==> src/rtl/apb_cmd_master.sv <==
// Single-outstanding APB master: valid/ready request in, one APB transfer out, valid/ready response back.
// Optional macro APBM_WSTRB_EN: writes forward the request byte strobes instead of all ones.
module apb_cmd_master #(
  parameter int AW = 32,
  parameter int DW = 32
) (
  input  logic            i_clk,
  input  logic            i_reset,
  input  logic            i_req_valid,
  output logic            o_req_ready,
  input  logic [AW-1:0]   i_req_addr,
  input  logic            i_req_write,
  input  logic [DW-1:0]   i_req_wdata,
  input  logic [DW/8-1:0] i_req_wstrb,
  input  logic [2:0]      i_req_prot,
  output logic            o_rsp_valid,
  input  logic            i_rsp_ready,
  output logic [DW-1:0]   o_rsp_rdata,
  output logic            o_rsp_err,
  output logic            o_psel,
  output logic            o_penable,
  output logic            o_pwrite,
  output logic [AW-1:0]   o_paddr,
  output logic [DW-1:0]   o_pwdata,
  output logic [DW/8-1:0] o_pwstrb,
  output logic [2:0]      o_pprot,
  input  logic            i_pready,
  input  logic            i_pslverr,
  input  logic [DW-1:0]   i_prdata
);

  typedef enum logic [1:0] {
    IDLE,
    SETUP,
    ACCESS,
    RESP
  } state_e;

  state_e state_q, state_d;

  logic            psel_q, psel_d;
  logic            penable_q, penable_d;
  logic            pwrite_q, pwrite_d;
  logic [AW-1:0]   paddr_q, paddr_d;
  logic [DW-1:0]   pwdata_q, pwdata_d;
  logic [DW/8-1:0] pwstrb_q, pwstrb_d;
  logic [2:0]      pprot_q, pprot_d;
  logic            rsp_valid_q, rsp_valid_d;
  logic [DW-1:0]   rsp_rdata_q, rsp_rdata_d;
  logic            rsp_err_q, rsp_err_d;

  logic            req_fire;
  logic            xfer_done;
  logic [DW/8-1:0] wr_strb;

  assign req_fire  = (state_q == IDLE) && i_req_valid;
  // Slave outputs only count in a real access phase.
  assign xfer_done = psel_q && penable_q && i_pready;

`ifdef APBM_WSTRB_EN
  assign wr_strb = i_req_wstrb;
`else
  assign wr_strb = '1;
  logic unused_wstrb;
  assign unused_wstrb = ^i_req_wstrb;
`endif

  always_ff @(posedge i_clk or posedge i_reset) begin
    if (i_reset) begin
      state_q     <= IDLE;
      psel_q      <= 1'b0;
      penable_q   <= 1'b0;
      pwrite_q    <= 1'b0;
      paddr_q     <= '0;
      pwdata_q    <= '0;
      pwstrb_q    <= '0;
      pprot_q     <= '0;
      rsp_valid_q <= 1'b0;
      rsp_rdata_q <= '0;
      rsp_err_q   <= 1'b0;
    end else begin
      state_q     <= state_d;
      psel_q      <= psel_d;
      penable_q   <= penable_d;
      pwrite_q    <= pwrite_d;
      paddr_q     <= paddr_d;
      pwdata_q    <= pwdata_d;
      pwstrb_q    <= pwstrb_d;
      pprot_q     <= pprot_d;
      rsp_valid_q <= rsp_valid_d;
      rsp_rdata_q <= rsp_rdata_d;
      rsp_err_q   <= rsp_err_d;
    end
  end

  always_comb begin
    state_d = state_q;
    unique case (state_q)
      IDLE:    if (i_req_valid) state_d = SETUP;
      SETUP:   state_d = ACCESS;
      ACCESS:  if (i_pready) state_d = RESP;
      RESP:    if (i_rsp_ready) state_d = IDLE;
      default: state_d = IDLE;
    endcase
  end

  always_comb begin
    psel_d      = psel_q;
    penable_d   = penable_q;
    pwrite_d    = pwrite_q;
    paddr_d     = paddr_q;
    pwdata_d    = pwdata_q;
    pwstrb_d    = pwstrb_q;
    pprot_d     = pprot_q;
    rsp_valid_d = rsp_valid_q;
    rsp_rdata_d = rsp_rdata_q;
    rsp_err_d   = rsp_err_q;
    if (req_fire) begin
      psel_d    = 1'b1;
      penable_d = 1'b0;
      pwrite_d  = i_req_write;
      paddr_d   = i_req_addr;
      pwdata_d  = i_req_wdata;
      pwstrb_d  = i_req_write ? wr_strb : '0;
      pprot_d   = i_req_prot;
    end
    if (state_q == SETUP) begin
      penable_d = 1'b1;
    end
    if ((state_q == ACCESS) && xfer_done) begin
      psel_d      = 1'b0;
      penable_d   = 1'b0;
      rsp_valid_d = 1'b1;
      rsp_rdata_d = pwrite_q ? '0 : i_prdata;
      rsp_err_d   = i_pslverr;
    end
    if ((state_q == RESP) && i_rsp_ready) begin
      rsp_valid_d = 1'b0;
    end
  end

  assign o_req_ready = (state_q == IDLE);
  assign o_psel      = psel_q;
  assign o_penable   = penable_q;
  assign o_pwrite    = pwrite_q;
  assign o_paddr     = paddr_q;
  assign o_pwdata    = pwdata_q;
  assign o_pwstrb    = pwstrb_q;
  assign o_pprot     = pprot_q;
  assign o_rsp_valid = rsp_valid_q;
  assign o_rsp_rdata = rsp_rdata_q;
  assign o_rsp_err   = rsp_err_q;

endmodule

==> config.mk <==
export PLATFORM = sky130hd
export DESIGN_NAME = apb_cmd_master
export DESIGN_NICKNAME = d
export VERILOG_FILES = /design/src/rtl/apb_cmd_master.sv
export SDC_FILE = /design/constraint.sdc
export NUM_CORES = 1
export LEC_CHECK = 0
export CORE_ASPECT_RATIO = 1.75
export CORE_MARGIN = 4
export CORE_UTILIZATION = 35
export DETAILED_ROUTE_END_ITERATION = 16
export PLACE_DENSITY = 0.72
export SYNTH_ARGS = -nofsm -noshare
export SYNTH_HDL_FRONTEND = slang
export SYNTH_SLANG_ARGS = --single-unit
==> constraint.sdc <==
create_clock -name i_clk -period 5.2 [get_ports i_clk]
set_input_delay 1.04 -clock i_clk [delete_from_list [all_inputs] [get_ports i_clk]]
set_output_delay 1.04 -clock i_clk [all_outputs]
set_load 0.005 [all_outputs]
# After elaboration in Yosys (flattened, before gate mapping)
# Index checks and enable logic that the tools add are counted.
# op_classes
n_eq_ne	6
n_reduce_logical	10
muxes	13
# op_table
operator	count
32-bit 2-to-1 mux	1
2-bit case mux with 4 select lines	1
1-bit 2-to-1 mux	7
2-bit 2-to-1 mux	3
2-bit inequality test, second input constant	3
1-bit logical AND	5
2-bit == test, second input constant	2
4-bit 2-to-1 mux	1
2-bit nonzero test	2
3-bit AND reduction	1
3-bit nonzero test	1
2-bit by 1-bit == test with 1-bit output, second input constant	1
2-bit zero test	1
# totals
register_bits	110
inputBits	110
output_inout_bits	109

# Logic depth before layout (Yosys ltp)
# Gate-level depths: netlist of run 1.
# logic_depth
ltp_word	5
mapped_depth	7

# Least setup slack after synthesis of run 1
# OpenSTA, ideal clock, no wires.
# synth_path
kind	input -> register
start	input port i_req_valid
end	register pwstrb_q[2], in the netlist o_pwstrb[2]
arrival_time_ns	1.839
slack_ns	3.234
setup_time_ns	0.127
path_buffers	2
cell_stages	4
t_required_ns	5.073
cell_sequence	nand2_1 > buf_2 > buf_6 > mux2_1
# synth_between
elab_chain_cells	1
# synth_rtl
element	line_no	source
from (decl)	9	input logic i_req_valid,
1-bit logical AND	56	assign req_fire = (state_q == IDLE) && i_req_valid;
to (signal assigned)	88	pwstrb_q <= pwstrb_d;
to (decl)	46	logic [DW/8-1:0] pwstrb_q, pwstrb_d;
# No other way between the ends.
# A chain may end at the register's enable or synchronous reset.

==> results.md, run 1 <==
- The highest fanout seen on the critical path is 38.
- The clock transition time at the flip-flop clock pins of the worst setup and hold paths is 0.07 ns.
- The floorplan step defined a die boundary enclosing 13900 sq um.
- The maximum clock skew at final layout is 0.00686 ns.
- For flop-to-flop paths, the worst setup slack is 2.69 ns.
- Summed over all nets, the half-perimeter wirelength after detailed placement is 8.46 mm.
- The maximum number of pins on one net before global-route repair is 48.
- The H-tree depth reported by CTS is 3.
- The area taken by flip-flops and latches is 2650 sq um.
- The die is 90.8 microns wide.
- For this run, the detailed router's first-pass iteration total came to 4.
- After clock tree synthesis, the flow added hold-fix buffers numbering 0.
- The share of total power dissipated in combinational logic is 0.432.
- Of the available clock period, the critical path in the final layout requires 0.579.
- The run finished with clean final reports.
- After filler insertion, the fill cell instance count of the layout stands at 963.
- The critical path goes through clkdlybuf4s50_1.
- Dividing the synthesized area by the synthesized cell count gives 13.2 sq um.
- Of the total synthesized cell area, the portion taken by AND, OR, NAND and NOR gates is 0.0829.
- Cell internal power was estimated by the tool at between 2 and 3 mW.
- In the layout the commonest cells are clkdlybuf4s50_1, dfrtp_1, mux2_1, nand2b_1, nand2_1.
- The post-synthesis sequential element count is roughly 110.
- Of the total synthesized cell area, the portion taken by XOR and XNOR cells is 0.
- The proportion of synthesized chip area in sequential cells is 0.632.
- The detail route stage leaves a number of antenna-violating nets equal to 0.
- After synthesis, the cell types taking the most area are dfrtp_1, mux2_1, mux2_2.
- After detailed placement, the total cell area comes to 6430 sq um.
- The arrival time at the worst endpoint is between 1.5 and 2 ns.
- The via density per instance is 4.66.
- Power spread over the standard cell area amounts to 568 nW/um^2.
- In the final layout, the share of cells above drive strength 1 is 0.100.
- Of the total power, registers draw 0.384.
- Among all stages on the critical path, the largest delay is contributed by dfrtp_1.
- The count of warnings emitted by yosys is 0.
- The post-synthesis share of cell area spent on full adders, half adders and majority gates is 0.0149.
- The average routed wire per standard cell is 16.3 microns.
- Data on the critical path is required at its endpoint by 4.16 ns.
- The number of design rule violations left after detail routing is 0.
- The number of DRC markers in iteration 0 is 86.
- The first global-routing pass estimated 17.6 mm of wire.
- The number of distinct library cells after synthesis is 22.
- The biggest cell delay along the critical path is slightly below 1 ns.
- The multiplexer share of the synthesized area is 0.190.
- The final weighted congestion in routability-driven placement is 0.726.
- Setup repair after global routing left no endpoint under its margin.
- The total routed wirelength is 10.9 mm.
- The die extent in y is 153 microns.
- Of the total power, the clock network draws 0.183.
- The most common library cell in the layout ignoring fill and taps is clkdlybuf4s50_1.
- Derived from the worst setup path, the maximum achievable clock frequency is 332 MHz.
- The leakage power total is 2.87 nW.
- The number of clock buffers inserted by TritonCTS is 9.
- The max-slew headroom at the worst pin is 0.366.
- The number of antenna violations at the first check in global routing came to 0.
- In this run the count of I/O pins placed on the die edge is 219.
- When the netlist entered floorplanning its net count stood at between 400 and 500.
- After routing the design area is 6740 sq um.
- The cell area after synthesis is approximately 4200 sq um.
- Post-CTS timing repair inserted 0 buffers for setup.
- The number of nets in the layout is 640.
- Of the total power, the share spent switching nets is 0.285.
- 0 antenna diodes ended up in the layout.
- The clock root buffer is clkbuf_16.
- The clock reaches the later pin of the worst-skew pair after 0.34 ns.
- The nature of the critical path endpoint is an output port.
- The number of endpoints with negative hold slack in the final report is 0.
- The via count of the first global-routing pass is 3295.
- The final-report max-slew violation count is 0.
- The initial standard-cell utilization of the core is 0.360.
- The count of instances resized after the clock tree is built is 0.
- After synthesis, the largest family of logic cells by area is multiplexers.
- The post-synthesis compound-gate area fraction is 0.0468.
- The TritonCTS clock tree is done.
- In the final layout, the multi-input gates occupy between 1000 and 1500 sq um.
- Max-cap violations in this run came to 0.
- The clock net in this run drives a total of between 100 and 150 sinks.
- The number of standard cells after synthesis is between 300 and 400.
- The critical path is of the reg2out type.
- Across all layers, the routed design uses 3099 vias.
- Row generation in the floorplan step produced 52 rows.
- Summed over all layers, the global routing overflow is 0.
- Of the post-synthesis cell area, the dominant cell type holds 0.632.
- The maximum buffer depth of the clock tree is 2.
- For the pin with the worst max-slew slack, the measured transition is 0.951 ns.
- Together, buffers and inverters on the worst path number 1.
- The final cell count without fillers is between 600 and 700.
- The post-layout minimum cycle time is about 3 ns.
- The number of placed instances, taps included, is 649.
- The area growth from synthesis to final layout is 60.7%.
- Setup violations remaining at the end of the flow were counted as 0.
- The sum of negative setup slack is 0 ns.
- The largest vdd supply drop is 0.335 mV.
- The worst setup path is launched from a flop.
- The core area is 11600 sq um.
- Buffers placed on the I/O ports in this run total roughly 210.
- The worst hold path belongs to the class reg2reg.
- The switching power summed over all nets is 1.09 mW.
- The cell taking the most area after synthesis is dfrtp_1.
- The cell family with the largest share of critical-path delay is flip-flops.
- In the global route stage, overall resource usage came out at 0.159.
-- metal layers --
layer | wire length, microns | vias up | GRT usage
li1 | - | 1473 | -
met1 | 3770 | 1489 | 0.167
met2 | 6010 | 125 | 0.292
met3 | 889 | 12 | 0.0561
met4 | 188 | 0 | 0.0489
met5 | 0 | - | 0
-- power groups by stage --
stage | Sequential (mW) | Combinational [mW] | Clock [mW]
after global placement | 1.47 | 1.66 | 0
after CTS | 1.48 | 1.70 | 0.729
final | 1.47 | 1.66 | 0.701
after detailed placement | 1.50 | 1.69 | 0
after global routing | 1.53 | 1.80 | 0.757
after floorplan | 1.49 | 0.613 | 0
-- registers in the layout, summed over array words and instances, names as in the netlist --
name	cells
o_rsp_valid	1
o_penable	1
o_rsp_rdata	32
state_q	2
o_pprot	3
o_pwdata	32
o_paddr	32
o_rsp_err	1
o_psel	1
o_pwstrb	1
-- cell type report --
| class | count | share of cell area |
|---|---|---|
| Sequential cell | 106 | 0.393 |
| Timing Repair Buffer | 218 | 0.322 |
| Multi-Input combinational cell | 183 | 0.209 |
| Clock buffer | 10 | 0.0354 |
| Tap cell | 135 | 0.0251 |
| Clock inverter | 6 | 0.0108 |
| Inverter | 7 | 0.00427 |
-- through the flow --
stage	hold WS, ns	utilization	worst slack, ns	power (mW)
floorplan	0.473	-	1.37	2.10
global placement	0.464	0.552	1.92	3.12
CTS	0.489	0.579	2.12	3.91
global route	0.508	0.579	1.99	4.09
detailed placement	0.473	0.552	1.84	3.19
finish	0.476	0.579	2.19	3.83
-- path summary, 6_finish.rpt --
check	to	depth (start not counted)	from
max	o_pwstrb[1]	1	o_pwstrb[2]
min	o_rsp_rdata[29]	2	o_rsp_rdata[29]
max reg2reg	o_paddr[12]	5	state_q[0]
min reg2reg	o_rsp_rdata[29]	2	o_rsp_rdata[29]
max in group asynchronous	o_pprot[1]	3	i_reset
min in group asynchronous	o_pprot[2]	2	i_reset
-- cells by family after synthesis --
family          Yosys count
compound gates           37
mux                      71
simple gates             70
fa+ha+maj                 5
buf+inv                  28
flops                   106
-- cell usage after synthesis (all sizes together) --
cell type / count
a21oi: 2
a222oi: 1
a22oi: 1
a31o: 1
buf: 16
clkbuf: 5
dfrtp: 106
ha: 5
inv: 7
mux2: 70
mux2i: 1
nand2: 33
nand2b: 32
nand4: 2
nor2: 3
o21ai: 32
No activity file was read; power rests on OpenSTA's default activity.
==> inputs of run 2 (changes only) <==
PLACE_DENSITY = 0.75   (was 0.72)
clock period = 2.6 ns   (was 5.2 ns; I/O delays follow)
==> run 2 against run 1 <==
Against the previous run:
- via count is 1.3% higher
- worst hold slack better by 0.0051 ns
- clock skew hardly changed
- sequential power is 97% higher
- sequential share of layout area is 0.55 points lower
- flip-flop and latch count stayed put
- combinational power is 110% higher
- largest power group unchanged
==> results.md, run 2 (synthesized netlist as in run 1, its figures left out) <==
- The flow ran to the end, and the final reports show no timing, DRC or antenna violations.
- Setup repair after global routing left no endpoint under its margin.
- The number of standard-cell rows in the floorplan is 52.
- Post-CTS timing repair inserted 0 buffers for setup.
- For this configuration, the core starts out at a cell density of 0.360.
- The sum of internal, switching and leakage power is 7.79 mW.
- Headroom to the max-slew limit came out at 0.563.
- The highest achievable clock rate is 434 MHz.
- The floorplan step defined a die boundary enclosing about 14000 sq um.
- The share of the cycle needed by the critical path after routing is 0.887.
- The number of clock buffers inserted by TritonCTS is 9.
- The register-to-register setup slack is 0.77 ns.
- The via count of the first global-routing pass came to between 3000 and 4000.
- Detailed placement finished with a half-perimeter wire length of 8.57 mm.
- The die extent in y is 153 microns.
- Across the run, the number of max-cap violations was 0.
- The worst setup path is launched from a flop.
- After detailed routing, the average wire length per cell comes to around 17 microns.
- The number of fillers in the final layout is 980.
- CTS saw between 100 and 150 sinks.
- The clock transition time at the flip-flop clock pins of the worst setup and hold paths is approximately 0.070 ns.
- Pin placement for this block handled about 220 I/O pins.
- The maximum clock skew at final layout is 0.00699 ns.
- The nature of the critical path endpoint is an output port.
- Summed over all failing endpoints, the final setup total negative slack is 0 ns.
- Data arrives at the worst endpoint at 1.79 ns.
- In the final layout, the share of cells above drive strength 1 is 0.103.
- The count of vias placed by the detailed router is 3139.
- The number of endpoints with negative hold slack in the final report is 0.
- Wires add up to ~11 mm.
- Counting both buffers and inverters, the worst setup path holds a total of 2.
- The leakage power total is 2.91 nW.
- The endpoint of the worst register-to-register path is state_q[1].
- For this design, the slowest cell found on the critical path is clkdlybuf4s50_1.
- The number of buffers inserted for hold repair after clock tree synthesis is 0.
- The number of antenna violations at the first check in global routing came to 0.
- Gates resized during post-CTS repair numbered 0.
- Setup violations remaining at the end of the flow were counted as 0.
- Leaving out fill and tap cells, the most frequent cell in the layout is clkdlybuf4s50_1.
- The final layout contains 643 nets.
- The overall routing resource usage is 0.161.
- The clock root buffer is clkbuf_16.
- By startpoint and endpoint, the worst setup path is classified as reg2out.
- Measured in cells, the most critical reg-to-reg path has a length of 4.
- The end point of the most critical hold path is o_rsp_rdata[28].
- Using the TritonRoute via totals, the vias-per-cell ratio works out to 4.70.
- The largest vdd supply drop is 0.624 mV.
- The pin slew with the least headroom to its limit is ~0.65 ns.
- The global-route wire length before repair is approximately 18 mm.
- The TritonCTS clock tree is done.
- The first-pass iteration count of the detailed router is 4.
- The floorplan step set the die width to 90.8 microns.
- The post-layout minimum cycle time is 2.31 ns.
- 0 antenna diodes ended up in the layout.
- The H-tree depth reported by CTS is 3.
- The later pin in the worst-skew pair is clocked with a latency of 0.34 ns.
- The startpoint identified for the worst hold timing path is o_rsp_rdata[28].
- After global routing the overflow that remains totals 0.
- Once detail routing completed, the nets flagged for antenna violations numbered 0.
- The number of design rule violations left after detail routing is 0.
- The worst min-delay path class is reg2reg.
- The startpoint identified for the worst register-to-register timing path is state_q[0].
- Relative to the synthesized area, the layout overhead comes to 63.0%.
- Leaving out fill and tap cells, the most frequent cells in the layout are clkdlybuf4s50_1, dfrtp_1, mux2_1, nand2b_1, nand2_1.
- The highest fanout seen on the critical path is 6.
- Walking the worst path, the cells encountered are inv_1 -> ha_1 -> clkdlybuf4s50_1.
- The final-report max-slew violation count came to 0.
- Entering global routing, the biggest net connects 61 pins.
- In this run the tool buffered the top-level ports with approximately 210 buffer cells.
- The worst hold path passes through 2 cells.
- For the worst setup path, the data required time is approximately 2.1 ns.
- The final weighted congestion in routability-driven placement is 0.773.
- The core area is approximately 12000 sq um.
- Broken down by cell family, the worst path's largest delay share belongs to buffers and inverters.
- The power density normalized to cell area is between 1000 and 1500 nW/um^2.
- The biggest cell delay along the critical path is about 0.57 ns.
- The number of DRC markers in iteration 0 is 72.
- The clock passes through at most 2 buffers.
==> run 2: cell count changes in the layout (fill, tap and decap cells not counted), sizes merged <==
cell | before | now
bufinv | 1 | 2
buf | 4 | 7
clkinvlp | 0 | 2
clkbuf | 10 | 11
inv | 10 | 7
clkinv | 2 | 1
==> run 2: worst max path at each step <==
stage,cells after the start,to,start
2_1_floorplan,1,o_paddr[0],i_reset
3_3_place_gp,4,state_q[1],i_req_valid
3_5_place_dp,4,state_q[1],i_req_valid
4_1_cts,3,o_req_ready,state_q[0]
5_1_grt,3,o_req_ready,state_q[0]
6_report,3,o_req_ready,state_q[0]
==> run 2: metal layers <==
| metal | track usage | up-vias | part of all wire |
|---|---|---|---|
| met4 | 0.0687 | 0 | 0.027 |
| met2 | 0.305 | 134 | 0.56 |
| met1 | 0.163 | 1507 | 0.35 |
| met5 | 0 | - | 0 |
| li1 | - | 1478 | - |
| met3 | 0.0428 | 20 | 0.061 |
==> run 2: report_power, final <==
part           total, mW  internal (mW)  switching (mW)
registers           2.89           2.47           0.426
logic               3.42           2.26            1.16
clock network       1.48          0.877           0.602
==> run 2: worst register-to-register path: stages, from the launching register on <==
cell and delay, ns:
dfrtp_1 0.37, inv_1 0.10, ha_1 0.32, a222oi_1 0.55, mux2_1 0.37
==> run 2: final cells by class <==
type | instances | area, sq um | share of cell area
tap | 135 | 169 | 0.0247
inverter | 7 | 30.0 | 0.00439
sequential | 106 | 2650 | 0.388
timing repair buffer | 221 | 2240 | 0.328
multi-input combinational | 183 | 1410 | 0.207
clock buffer | 11 | 243 | 0.0355
clock inverter | 5 | 85.1 | 0.0124
==> run 2: metrics by stage <==
step           setup WS (ns)   util  cells  hold slack, ns  area [sq um]
4_1_cts                0.278  0.587    668           0.486          6840
2_1_floorplan          0.806      -    317           0.473          4200
3_3_place_gp           0.503  0.559    652           0.463          6510
6_report               0.293  0.587    668           0.481          6840
3_5_place_dp           0.429  0.559    652           0.470          6510
5_1_grt                0.201  0.587    668           0.505          6840
